`config.mk`:
```
export PLATFORM = sky130hd
export DESIGN_NAME = up_gen2_flat
export DESIGN_NICKNAME = d
export VERILOG_FILES = /design/src/rtl/up_gen2_if.sv /design/src/rtl/up_gen2.sv /design/src/flat_wrapper.sv
export SDC_FILE = /design/constraint.sdc
export NUM_CORES = 1
export LEC_CHECK = 0
export ABC_AREA = 0
export CAP_MARGIN = 20
export CORE_ASPECT_RATIO = 0.5
export CORE_MARGIN = 3
export CORE_UTILIZATION = 52
export CTS_CLUSTER_SIZE = 16
export DETAILED_ROUTE_END_ITERATION = 7
export GPL_TIMING_DRIVEN = 0
export MAX_ROUTING_LAYER = met4
export PLACE_DENSITY_LB_ADDON = 0.12
export SYNTH_ARGS = -nofsm -noshare
export SYNTH_HDL_FRONTEND = slang
export SYNTH_SLANG_ARGS = --single-unit
export TNS_END_PERCENT = 5
```
`constraint.sdc`:
```
create_clock -name clock -period 9.4 [get_ports clock]
set_clock_uncertainty 0.2 [all_clocks]
set_input_delay 0.94 -clock clock [delete_from_list [all_inputs] [get_ports clock]]
set_output_delay 0.94 -clock clock [all_outputs]
set_load 0.02 [all_outputs]
```
`src/rtl/up_gen2_if.sv`:
```
// up_gen2_if -- program ROM and data RAM bus of the up_gen2 micro-sequencer.
//
// Signals:
//   rom_addr  : program address (current pc)
//   rom_data  : program byte {opcode, operand}, combinational from rom_addr
//   ram_addr  : data address {oprnd, address byte}
//   ram_req   : RAM request, high for every cycle of a memory access
//   ram_we    : write qualifier (store)
//   ram_wdata : write data (accumulator)
//   ram_rdata : read data
//   ram_ack   : access completion
//
// Modports: master = sequencer side, slave = memory side.
interface up_gen2_if #(
    parameter int unsigned DATA_W = 4
) ();
    logic [11:0]       rom_addr;
    logic [7:0]        rom_data;
    logic [11:0]       ram_addr;
    logic              ram_req;
    logic              ram_we;
    logic [DATA_W-1:0] ram_wdata;
    logic [DATA_W-1:0] ram_rdata;
    logic              ram_ack;

    modport master (
        output rom_addr,
        input  rom_data,
        output ram_addr,
        output ram_req,
        output ram_we,
        output ram_wdata,
        input  ram_rdata,
        input  ram_ack
    );

    modport slave (
        input  rom_addr,
        output rom_data,
        input  ram_addr,
        input  ram_req,
        input  ram_we,
        input  ram_wdata,
        output ram_rdata,
        output ram_ack
    );
endinterface

```
`src/rtl/up_gen2.sv`:
```
// up_gen2 -- accumulator micro-sequencer with 4-bit opcodes, 12-bit program counter,
// a handshaked data RAM and IO_CH registered input/output channels.
//
// Ports:
//   clock     : single clock, rising edge
//   reset     : asynchronous active-low reset
//   bus       : ROM/RAM bus (up_gen2_if.master)
//   in_ports  : input channels, channel k at [k*DATA_W +: DATA_W]
//   out_ports : registered output channels
//   out_valid : one-cycle write strobe per output channel
//   accu, c_flag, z_flag, pc, instr, oprnd, state : debug visibility
//   mem_err   : sticky RAM timeout error
//
// Optional feature: define UP_GEN2_MEM_TIMEOUT_EN to abort a memory access after
// MEM_TIMEOUT cycles without ram_ack. Without it MEM waits indefinitely and mem_err is 0.
module up_gen2 #(
    parameter int unsigned DATA_W      = 4,
    parameter int unsigned IO_CH       = 1,
    parameter int unsigned MEM_TIMEOUT = 15
) (
    input  logic                    clock,
    input  logic                    reset,
    up_gen2_if.master               bus,
    input  logic [IO_CH*DATA_W-1:0] in_ports,
    output logic [IO_CH*DATA_W-1:0] out_ports,
    output logic [IO_CH-1:0]        out_valid,
    output logic [DATA_W-1:0]       accu,
    output logic                    c_flag,
    output logic                    z_flag,
    output logic [11:0]             pc,
    output logic [3:0]              instr,
    output logic [3:0]              oprnd,
    output logic [1:0]              state,
    output logic                    mem_err
);
    localparam logic [1:0] FETCH = 2'd0;
    localparam logic [1:0] EXEC  = 2'd1;
    localparam logic [1:0] MEM   = 2'd2;

    localparam logic [3:0] OP_JC    = 4'h0;
    localparam logic [3:0] OP_JNC   = 4'h1;
    localparam logic [3:0] OP_CMPI  = 4'h2;
    localparam logic [3:0] OP_CMPM  = 4'h3;
    localparam logic [3:0] OP_LIT   = 4'h4;
    localparam logic [3:0] OP_IN    = 4'h5;
    localparam logic [3:0] OP_LD    = 4'h6;
    localparam logic [3:0] OP_ST    = 4'h7;
    localparam logic [3:0] OP_JZ    = 4'h8;
    localparam logic [3:0] OP_JNZ   = 4'h9;
    localparam logic [3:0] OP_ADDI  = 4'hA;
    localparam logic [3:0] OP_ADDM  = 4'hB;
    localparam logic [3:0] OP_JMP   = 4'hC;
    localparam logic [3:0] OP_OUT   = 4'hD;
    localparam logic [3:0] OP_NANDI = 4'hE;
    localparam logic [3:0] OP_NANDM = 4'hF;

    logic [1:0]        state_q, state_d;
    logic [11:0]       pc_q, pc_d;
    logic [3:0]        instr_q, instr_d;
    logic [3:0]        oprnd_q, oprnd_d;
    logic [DATA_W-1:0] accu_q, accu_d;
    logic              c_q, c_d;
    logic              z_q, z_d;

    logic [11:0]       pc_inc;
    logic              is_jump, jump_taken, is_mem;
    logic [DATA_W-1:0] in_val, operand_b;
    logic [DATA_W:0]   sum, diff;
    logic [DATA_W-1:0] alu_r, alu_a;
    logic              alu_c;
    logic              alu_wr, out_wr;
    logic              timeout;

    assign pc_inc = pc_q + 12'd1;  // wraps 0xFFF -> 0x000

    // Instruction class and jump condition
    always_comb begin
        is_jump    = 1'b0;
        jump_taken = 1'b0;
        is_mem     = 1'b0;
        case (instr_q)
            OP_JC:  begin is_jump = 1'b1; jump_taken = c_q;  end
            OP_JNC: begin is_jump = 1'b1; jump_taken = !c_q; end
            OP_JZ:  begin is_jump = 1'b1; jump_taken = z_q;  end
            OP_JNZ: begin is_jump = 1'b1; jump_taken = !z_q; end
            OP_JMP: begin is_jump = 1'b1; jump_taken = 1'b1; end
            OP_CMPM, OP_LD, OP_ST, OP_ADDM, OP_NANDM: is_mem = 1'b1;
            default: ;
        endcase
    end

    // Out-of-range channels read as zero
    always_comb begin
        in_val = '0;
        for (int k = 0; k < IO_CH; k++) begin
            if (oprnd_q == 4'(k)) in_val = in_ports[k*DATA_W +: DATA_W];
        end
    end

    always_comb begin
        if (is_mem)                operand_b = bus.ram_rdata;
        else if (instr_q == OP_IN) operand_b = in_val;
        else                       operand_b = DATA_W'(oprnd_q);
    end

    // ALU: alu_r drives the zero flag, alu_a is the new accumulator value
    always_comb begin
        sum  = {1'b0, accu_q} + {1'b0, operand_b};
        diff = {1'b0, accu_q} - {1'b0, operand_b};
        case (instr_q)
            OP_ADDI, OP_ADDM: begin
                alu_r = sum[DATA_W-1:0];
                alu_c = sum[DATA_W];
                alu_a = sum[DATA_W-1:0];
            end
            OP_CMPI, OP_CMPM: begin
                alu_r = diff[DATA_W-1:0];
                alu_c = diff[DATA_W];  // borrow: operand greater than accu
                alu_a = accu_q;
            end
            OP_NANDI, OP_NANDM: begin
                alu_r = ~(accu_q & operand_b);
                alu_c = 1'b0;
                alu_a = ~(accu_q & operand_b);
            end
            default: begin  // LIT, IN, LD
                alu_r = operand_b;
                alu_c = 1'b0;
                alu_a = operand_b;
            end
        endcase
    end

    // Next-state logic
    always_comb begin
        state_d = state_q;
        pc_d    = pc_q;
        instr_d = instr_q;
        oprnd_d = oprnd_q;
        accu_d  = accu_q;
        c_d     = c_q;
        z_d     = z_q;
        alu_wr  = 1'b0;
        out_wr  = 1'b0;
        case (state_q)
            FETCH: begin
                {instr_d, oprnd_d} = bus.rom_data;
                pc_d               = pc_inc;
                state_d            = EXEC;
            end
            EXEC: begin
                state_d = FETCH;
                if (is_jump) begin
                    // pc points at the address byte: take it or skip it
                    pc_d = jump_taken ? {oprnd_q, bus.rom_data} : pc_inc;
                end else if (is_mem) begin
                    state_d = MEM;
                end else if (instr_q == OP_OUT) begin
                    out_wr = 1'b1;
                end else begin
                    alu_wr = 1'b1;
                end
            end
            MEM: begin
                if (bus.ram_ack) begin
                    alu_wr  = (instr_q != OP_ST);
                    pc_d    = pc_inc;
                    state_d = FETCH;
                end else if (timeout) begin
                    pc_d    = pc_inc;
                    state_d = FETCH;
                end
            end
            default: state_d = FETCH;
        endcase
        if (alu_wr) begin
            accu_d = alu_a;
            c_d    = alu_c;
            z_d    = (alu_r == '0);
        end
    end

    always_ff @(posedge clock or negedge reset) begin
        if (!reset) begin
            state_q <= FETCH;
            pc_q    <= '0;
            instr_q <= '0;
            oprnd_q <= '0;
            accu_q  <= '0;
            c_q     <= 1'b0;
            z_q     <= 1'b0;
        end else begin
            state_q <= state_d;
            pc_q    <= pc_d;
            instr_q <= instr_d;
            oprnd_q <= oprnd_d;
            accu_q  <= accu_d;
            c_q     <= c_d;
            z_q     <= z_d;
        end
    end

    // Output channels: strobe is high the cycle after the OUT execute edge
    always_ff @(posedge clock or negedge reset) begin
        if (!reset) begin
            out_ports <= '0;
            out_valid <= '0;
        end else begin
            out_valid <= '0;
            for (int k = 0; k < IO_CH; k++) begin
                if (out_wr && oprnd_q == 4'(k)) begin
                    out_ports[k*DATA_W +: DATA_W] <= accu_q;
                    out_valid[k]                  <= 1'b1;
                end
            end
        end
    end

`ifdef UP_GEN2_MEM_TIMEOUT_EN
    localparam int unsigned CNT_W = $clog2(MEM_TIMEOUT + 1);

    logic [CNT_W-1:0] wait_cnt_q, wait_cnt_d;
    logic             mem_err_q, mem_err_d;

    // Last allowed MEM cycle; an ack in that same cycle still completes the op
    assign timeout = (wait_cnt_q == CNT_W'(MEM_TIMEOUT - 1));

    always_comb begin
        wait_cnt_d = (state_q == MEM && state_d == MEM) ? wait_cnt_q + 1'b1 : '0;
        mem_err_d  = mem_err_q | (state_q == MEM && !bus.ram_ack && timeout);
    end

    always_ff @(posedge clock or negedge reset) begin
        if (!reset) begin
            wait_cnt_q <= '0;
            mem_err_q  <= 1'b0;
        end else begin
            wait_cnt_q <= wait_cnt_d;
            mem_err_q  <= mem_err_d;
        end
    end

    assign mem_err = mem_err_q;
`else
    assign timeout = 1'b0;
    assign mem_err = 1'b0;
`endif

    assign bus.rom_addr  = pc_q;
    assign bus.ram_addr  = {oprnd_q, bus.rom_data};
    assign bus.ram_req   = (state_q == MEM);
    assign bus.ram_we    = (state_q == MEM) && (instr_q == OP_ST);
    assign bus.ram_wdata = accu_q;

    assign accu   = accu_q;
    assign c_flag = c_q;
    assign z_flag = z_q;
    assign pc     = pc_q;
    assign instr  = instr_q;
    assign oprnd  = oprnd_q;
    assign state  = state_q;
endmodule

```
`src/flat_wrapper.sv`:
```
// flat-port wrapper written by rule: the top's interface ports become plain ports
module up_gen2_flat 
#(
    parameter int unsigned DATA_W      = 4,
    parameter int unsigned IO_CH       = 1,
    parameter int unsigned MEM_TIMEOUT = 15
)
  (clock, reset, in_ports, out_ports, out_valid, accu, c_flag, z_flag, pc, instr, oprnd, state, mem_err, bus_rom_addr, bus_rom_data, bus_ram_addr, bus_ram_req, bus_ram_we, bus_ram_wdata, bus_ram_rdata, bus_ram_ack);
  up_gen2_if #(.DATA_W(DATA_W)) bus_i ();
  input  logic clock;
  input  logic reset;
  input  logic [IO_CH*DATA_W-1:0] in_ports;
  output logic [IO_CH*DATA_W-1:0] out_ports;
  output logic [IO_CH-1:0] out_valid;
  output logic [DATA_W-1:0] accu;
  output logic c_flag;
  output logic z_flag;
  output logic [11:0] pc;
  output logic [3:0] instr;
  output logic [3:0] oprnd;
  output logic [1:0] state;
  output logic mem_err;
  output wire logic [$bits(bus_i.rom_addr)-1:0] bus_rom_addr;
  input wire logic [$bits(bus_i.rom_data)-1:0] bus_rom_data;
  output wire logic [$bits(bus_i.ram_addr)-1:0] bus_ram_addr;
  output wire logic [$bits(bus_i.ram_req)-1:0] bus_ram_req;
  output wire logic [$bits(bus_i.ram_we)-1:0] bus_ram_we;
  output wire logic [$bits(bus_i.ram_wdata)-1:0] bus_ram_wdata;
  input wire logic [$bits(bus_i.ram_rdata)-1:0] bus_ram_rdata;
  input wire logic [$bits(bus_i.ram_ack)-1:0] bus_ram_ack;
  assign bus_rom_addr = bus_i.rom_addr;
  assign bus_i.rom_data = bus_rom_data;
  assign bus_ram_addr = bus_i.ram_addr;
  assign bus_ram_req = bus_i.ram_req;
  assign bus_ram_we = bus_i.ram_we;
  assign bus_ram_wdata = bus_i.ram_wdata;
  assign bus_i.ram_rdata = bus_ram_rdata;
  assign bus_i.ram_ack = bus_ram_ack;
  up_gen2 #(.DATA_W(DATA_W), .IO_CH(IO_CH), .MEM_TIMEOUT(MEM_TIMEOUT)) u_core (.clock(clock), .reset(reset), .bus(bus_i), .in_ports(in_ports), .out_ports(out_ports), .out_valid(out_valid), .accu(accu), .c_flag(c_flag), .z_flag(z_flag), .pc(pc), .instr(instr), .oprnd(oprnd), .state(state), .mem_err(mem_err));
endmodule
```
# Word level (Yosys, flattened, before mapping)

Cells that the tools add are included.

$add $sub $neg: 3
Equal/unequal tests: 19
Muxes and demuxes: 27
Bitwise logic cells: 3
Reduce and logical (&&, ||, !) cells: 16

Operators by type and width:

| operator                                                               | number |
|---|---|
| 12-bit two-way mux                                                     | 3 |
| 12-bit case mux with 3 select lines                                    | 1 |
| 4-bit equality test (second input constant)                            | 8 |
| 4-bit case mux with 3 select lines                                     | 2 |
| 12-bit by 1-bit adder with 12-bit output (second input constant)       | 1 |
| 4-bit by 3-bit equality test with 1-bit output (second input constant) | 3 |
| 4-bit logical NOT                                                      | 3 |
| 4-bit two-way mux                                                      | 3 |
| 1-bit two-way mux                                                      | 11 |
| 5-bit OR reduction                                                     | 2 |
| 4-bit by 2-bit equality test with 1-bit output (second input constant) | 2 |
| 2-bit two-way mux                                                      | 3 |
| 2-bit case mux with 3 select lines                                     | 1 |
| 2-bit OR reduction                                                     | 3 |
| 4-bit by 4-bit adder with 5-bit output                                 | 1 |
| 1-bit case mux with 5 select lines                                     | 1 |
| 4-bit by 4-bit subtractor with 5-bit output                            | 1 |
| 4-bit AND                                                              | 1 |
| 4-bit by 1-bit equality test with 1-bit output (second input constant) | 1 |
| 2-bit by 1-bit != test with 1-bit output (second input constant)       | 2 |
| 4-bit by 3-bit != test with 1-bit output (second input constant)       | 1 |
| 4-bit inverter                                                         | 1 |
| 1-bit case mux with 2 select lines                                     | 2 |
| 3-bit AND reduction                                                    | 1 |
| 8 further kinds                                                        | 10 |

Register bits after elaboration: 33
Bits of input ports: 19
Output and inout bits: 64
Logic and storage cells: 77

# Depth between registers and ports, before layout

Depth in word-level cells: 8
Gate-level depth with buffers: 13
Depth with buffers taken out: 11

# Worst setup path after synthesis

Ideal clock, no wire load.

Path type: register to register
Start point: reg u_core.instr_q[2], in the netlist u_core.instr[2]
End point: reg u_core.z_q, in the netlist u_core.z_flag
Library setup time: 0.087 ns
Arrival time: 2.821 ns
Required time: 9.113 ns
Setup slack: 6.292 ns
Stages on the path, launching flop included: 13
Buffers on the path: 1
Period minus slack after synthesis: 3.108 ns
Cell sequence: dfrtp_1 buf_2 nor2b_1 maj3_1 o221ai_1 inv_1 ha_1 fa_1 xor2_1 o311ai_0 and3_1 nand4b_1 o211ai_1

Cells in the longest elaborated chain, start to end: 8
Elaborated cells between the ends (all ways): 36
Classes of those cells: 2 x add/sub; 15 x eq/ne; 10 x mux; 2 x bitwise; 7 x reduce/logical

RTL lines:

| item                                                                                                | RTL line       | RTL |
|---|---|---|
| from (decl)                                                                                         | up_gen2.sv:59  | `logic [3:0] instr_q, instr_d;` |
| from (signal assigned)                                                                              | up_gen2.sv:195 | `instr_q <= instr_d;` |
| parallel branches: the longest is 8 deep, another holds 4-bit by 4-bit subtractor with 5-bit output | -              |  |
| to (signal assigned)                                                                                | up_gen2.sv:199 | `z_q <= z_d;` |
| to (decl)                                                                                           | up_gen2.sv:63  | `logic z_q, z_d;` |

Several ways; the timed one is not identified.
A chain may end at the register's enable or synchronous reset.

# Worst setup path in the final report

Start point: in bus_ram_rdata[0]
End point: reg u_core.z_q, in the netlist u_core.z_flag

Cells in the longest elaborated chain, start to end: 5
Elaborated cells between the ends (all ways): 7
Classes of those cells: 2 x add/sub; 2 x mux; 2 x bitwise; 1 x reduce/logical

RTL lines:

| item                                                                                                | RTL line           | RTL |
|---|---|---|
| from (decl)                                                                                         | flat_wrapper.sv:29 | `input wire logic [$bits(bus_i.ram_rdata)-1:0] bus_ram_rdata;` |
| 4-bit two-way mux *                                                                                 | up_gen2.sv:101     | `if (is_mem) operand_b = bus.ram_rdata;` |
| parallel branches: the longest is 2 deep, another holds 4-bit by 4-bit subtractor with 5-bit output | -                  |  |
| 4-bit case mux with 3 select lines *                                                                | up_gen2.sv:110     | `case (instr_q)` |
| 4-bit logical NOT *                                                                                 | up_gen2.sv:179     | `z_d = (alu_r == '0);` |

Every way passes the cells marked *.

==> summary.md <==
| Metric | Value |
|---|---|
| Most common cell in the synthesized netlist | nand2_1 |
| Drt first-iter violations | 162 |
| Cell area after synthesis | 2760 um2 |
| Fin Hold WS | 0.309 ns |
| Fmax | 289 MHz |
| Met1 Use GR | 32.7% |
| Leak Pwr | 1.61 nW |
| DP Area | 3650 um2 |
| Mean Syn Cell Area | 8.75 um2 |
| Ys async rst share | 100% |
| Total setup buffers inserted after CTS | 0 |
| Fin cells | 474 |
| Top cells by count, synth | nand2_1 (34), dfrtp_1 (33), buf_4 (32) |
| Worst slew margin | 49.3% |
| Initial DRT Pass Iterations | 4 |
| Placed cell count | 466 |
| Hold Fails Final Rpt | 0 |
| Clock buffer count from CTS | 5 |
| EDFF count, synth | 0 |
| Pwr dens | 431 nW/um2 |
| Die footprint | 6260 um2 |
| Hold Path Depth | 1 |
| Number of global-route vias before repair | 2606 |
| Die height | 57.5 um |
| Clk_lat worst skew | 0.28 ns |
| Core box area | 5020 um2 |
| GRT overflow | 0 |
| Seq/Total Area, Yosys | 30.0% |
| Final Wtd Congestion | 0.974 |
| Top FF cell, synth | dfrtp_1 |
| Post-route design area | 3760 um2 |
| Top-Level Pins | 83 |
| Top cell type's share of synthesized area | 30.0% |
| Endpoints failing setup | 0 |
| Largest net degree at the start of global routing | 34 |
| N_diodes | 0 |
| Most used routing layer in global routing | met2 |
| Yosys Warn Count | 0 |
| Min Tclk post-route | 3.47 ns |
| Initial antenna violation count | 0 |
| Fin Setup TNS | 0 ns |
| Synth-to-Final Area Change | 36.6% |
| Worst-Margin Slew | 0.760 ns |
| Worst-case reg-to-reg path depth | 12 |
| Crit path required time | 9.39 ns |
| Fin nets | 437 |
| Htree depth | 2 |
| RSZ-0062 raised after global routing | no |
| ANT nets after route | 0 |
| Hpwl dp | 5.85 mm |
| Place WS | 5.69 ns |
| Setup slack after layout | 5.93 ns |
| Met2 Use GR | 42.3% |
| Final wirelength | 7.64 mm |
| Outcome | completed |
| Via count | 2695 |
| Layout cells sized above 1 | 17.8% |
| Residual DRC count | 0 |
| Syn nets | 349 |
| GRT Total Usage | 25.5% |
| Max-cap viol count | 0 |
| Reg clk slew, reported paths | 0.07 ns |
| Worst setup EP type | register |
| First-pass GRT wire length | 12.4 mm |
| Crit Path Max Fanout | 4 |
| Final period util | 36.9% |
| Flops & latches, synth | 33 |
| DR WL/cell | 16.1 um |
| CTS tree | done |
| Clk buf depth | 2 |
| WS Path Type | input pin to register |
| Crit path DAT | 3.46 ns |
| Worst vdd ir | 280 uV |
| Slew Limit Fails | 0 |
| Hold crit path type | register to register |
| Clock root buffer | clkbuf_8 |
| Synth top area cells | dfrtp_1 (30%), buf_4 (8.7%), ha_1 (5.9%), nand2_1 (4.6%), mux2_2 (4.1%) |
| Syn Inst Count | 315 |
| Area leader, netlist | dfrtp_1 |
| Worst Setup Start Kind | input pin |
| CTS Sinks | 33 |
| Row count | 18 |
| Vias per std cell | 5.69 |
| Post-CTS resize count | 0 |
| Hold Buf Count CTS | 0 |
| Met3 usage | 5.20% |
| Starting Density | 54.9% |
| Die width | 109 um |
| IO Port Bufs | 81 |
| Synth cell types | 59 |
-- area by class of cell --
| type | count | area [um2] |
|---|---|---|
| buffer | 48 | 318 |
| clock buffer | 7 | 86.3 |
| clock inverter | 1 | 30.0 |
| fill | 359 | 1260 |
| inverter | 20 | 75.1 |
| multi-input combinational | 214 | 1540 |
| sequential | 33 | 826 |
| tap | 70 | 87.6 |
| timing repair buffer | 81 | 806 |
-- cell usage in the layout, fill, tap and decap left out, types with 7 or more instances in the layout --
cell type and count:
inv_1 19, buf_2 9, ha_1 13, dfrtp_1 33, mux2_2 10, nand3_1 9
a2111oi_0 8, buf_4 32, nor2_1 9, clkbuf_1 7, clkdlybuf4s50_1 80, o21ai_0 14
and2_1 8, nand2_1 34, a21oi_1 7, o211ai_1 13, o22ai_1 10
-- worst max-delay path: stages --
cell	delay (ns)
clkdlybuf4s50_1	0.42
o221ai_1	0.35
inv_1	0.13
ha_1	0.27
fa_1	0.42
xor2_1	0.19
o311ai_0	0.28
and3_1	0.22
nand4b_1	0.10
o211ai_1	0.12
-- state kept, by name, summed over array words and instances, names as in the netlist --
register             count
u_core.accu              4
u_core.bus.rom_addr     12
u_core.c_flag            1
u_core.instr             4
u_core.oprnd             4
u_core.out_ports         4
u_core.out_valid         1
u_core.state             2
u_core.z_flag            1
-- per-stage QoR --
| step | total power, mW | util, % |
|---|---|---|
| 6_report | 1.62 | 75.0 |
| 5_1_grt | 1.74 | 75.0 |
| 4_1_cts | 1.62 | 75.0 |
| 3_5_place_dp | 1.47 | 72.6 |
| 3_3_place_gp | 1.43 | 72.7 |
| 2_1_floorplan | 1.07 | - |
-- logic make-up (layout without fill, tap and decap cells) --
group	after synthesis	in the layout	share of synthesized area, %
simple gates	99	99	19.6
fa+ha+maj	16	16	7.72
compound gates	79	79	20.5
xor+xnor	2	2	0.636
mux	17	17	7.18
other cells	1	1	0.136
buf+inv	68	157	14.3
flops	33	33	30.0
-- routing by layer --
| layer | up-vias | share of wire (%) |
|---|---|---|
| met2 | 91 | 51 |
| met4 | 0 | 0.35 |
| met3 | 4 | 5.9 |
| met5 | - | 0 |
| met1 | 1303 | 43 |
| li1 | 1297 | - |
-- where the power goes --
| part | internal [mW] | switching, mW | total (mW) |
|---|---|---|---|
| combinational | 0.541 | 0.641 | 1.18 |
| clock | 0.0865 | 0.0528 | 0.139 |
| sequential | 0.208 | 0.0937 | 0.302 |
-- worst paths after layout --
path / from / slack [ns] / end
setup / recovery: bus_ram_rdata[0] / 5.93 / u_core.z_flag
hold / removal: u_core.out_ports[3] / 0.31 / u_core.out_ports[3]
setup reg to reg: u_core.instr[2] / 5.96 / u_core.z_flag
hold reg to reg: u_core.out_ports[3] / 0.31 / u_core.out_ports[3]
max in group asynchronous: reset / 7.98 / u_core.out_ports[3]
min in group asynchronous: reset / 0.52 / u_core.bus.rom_addr[5]
No activity file was read; power rests on OpenSTA's default activity.
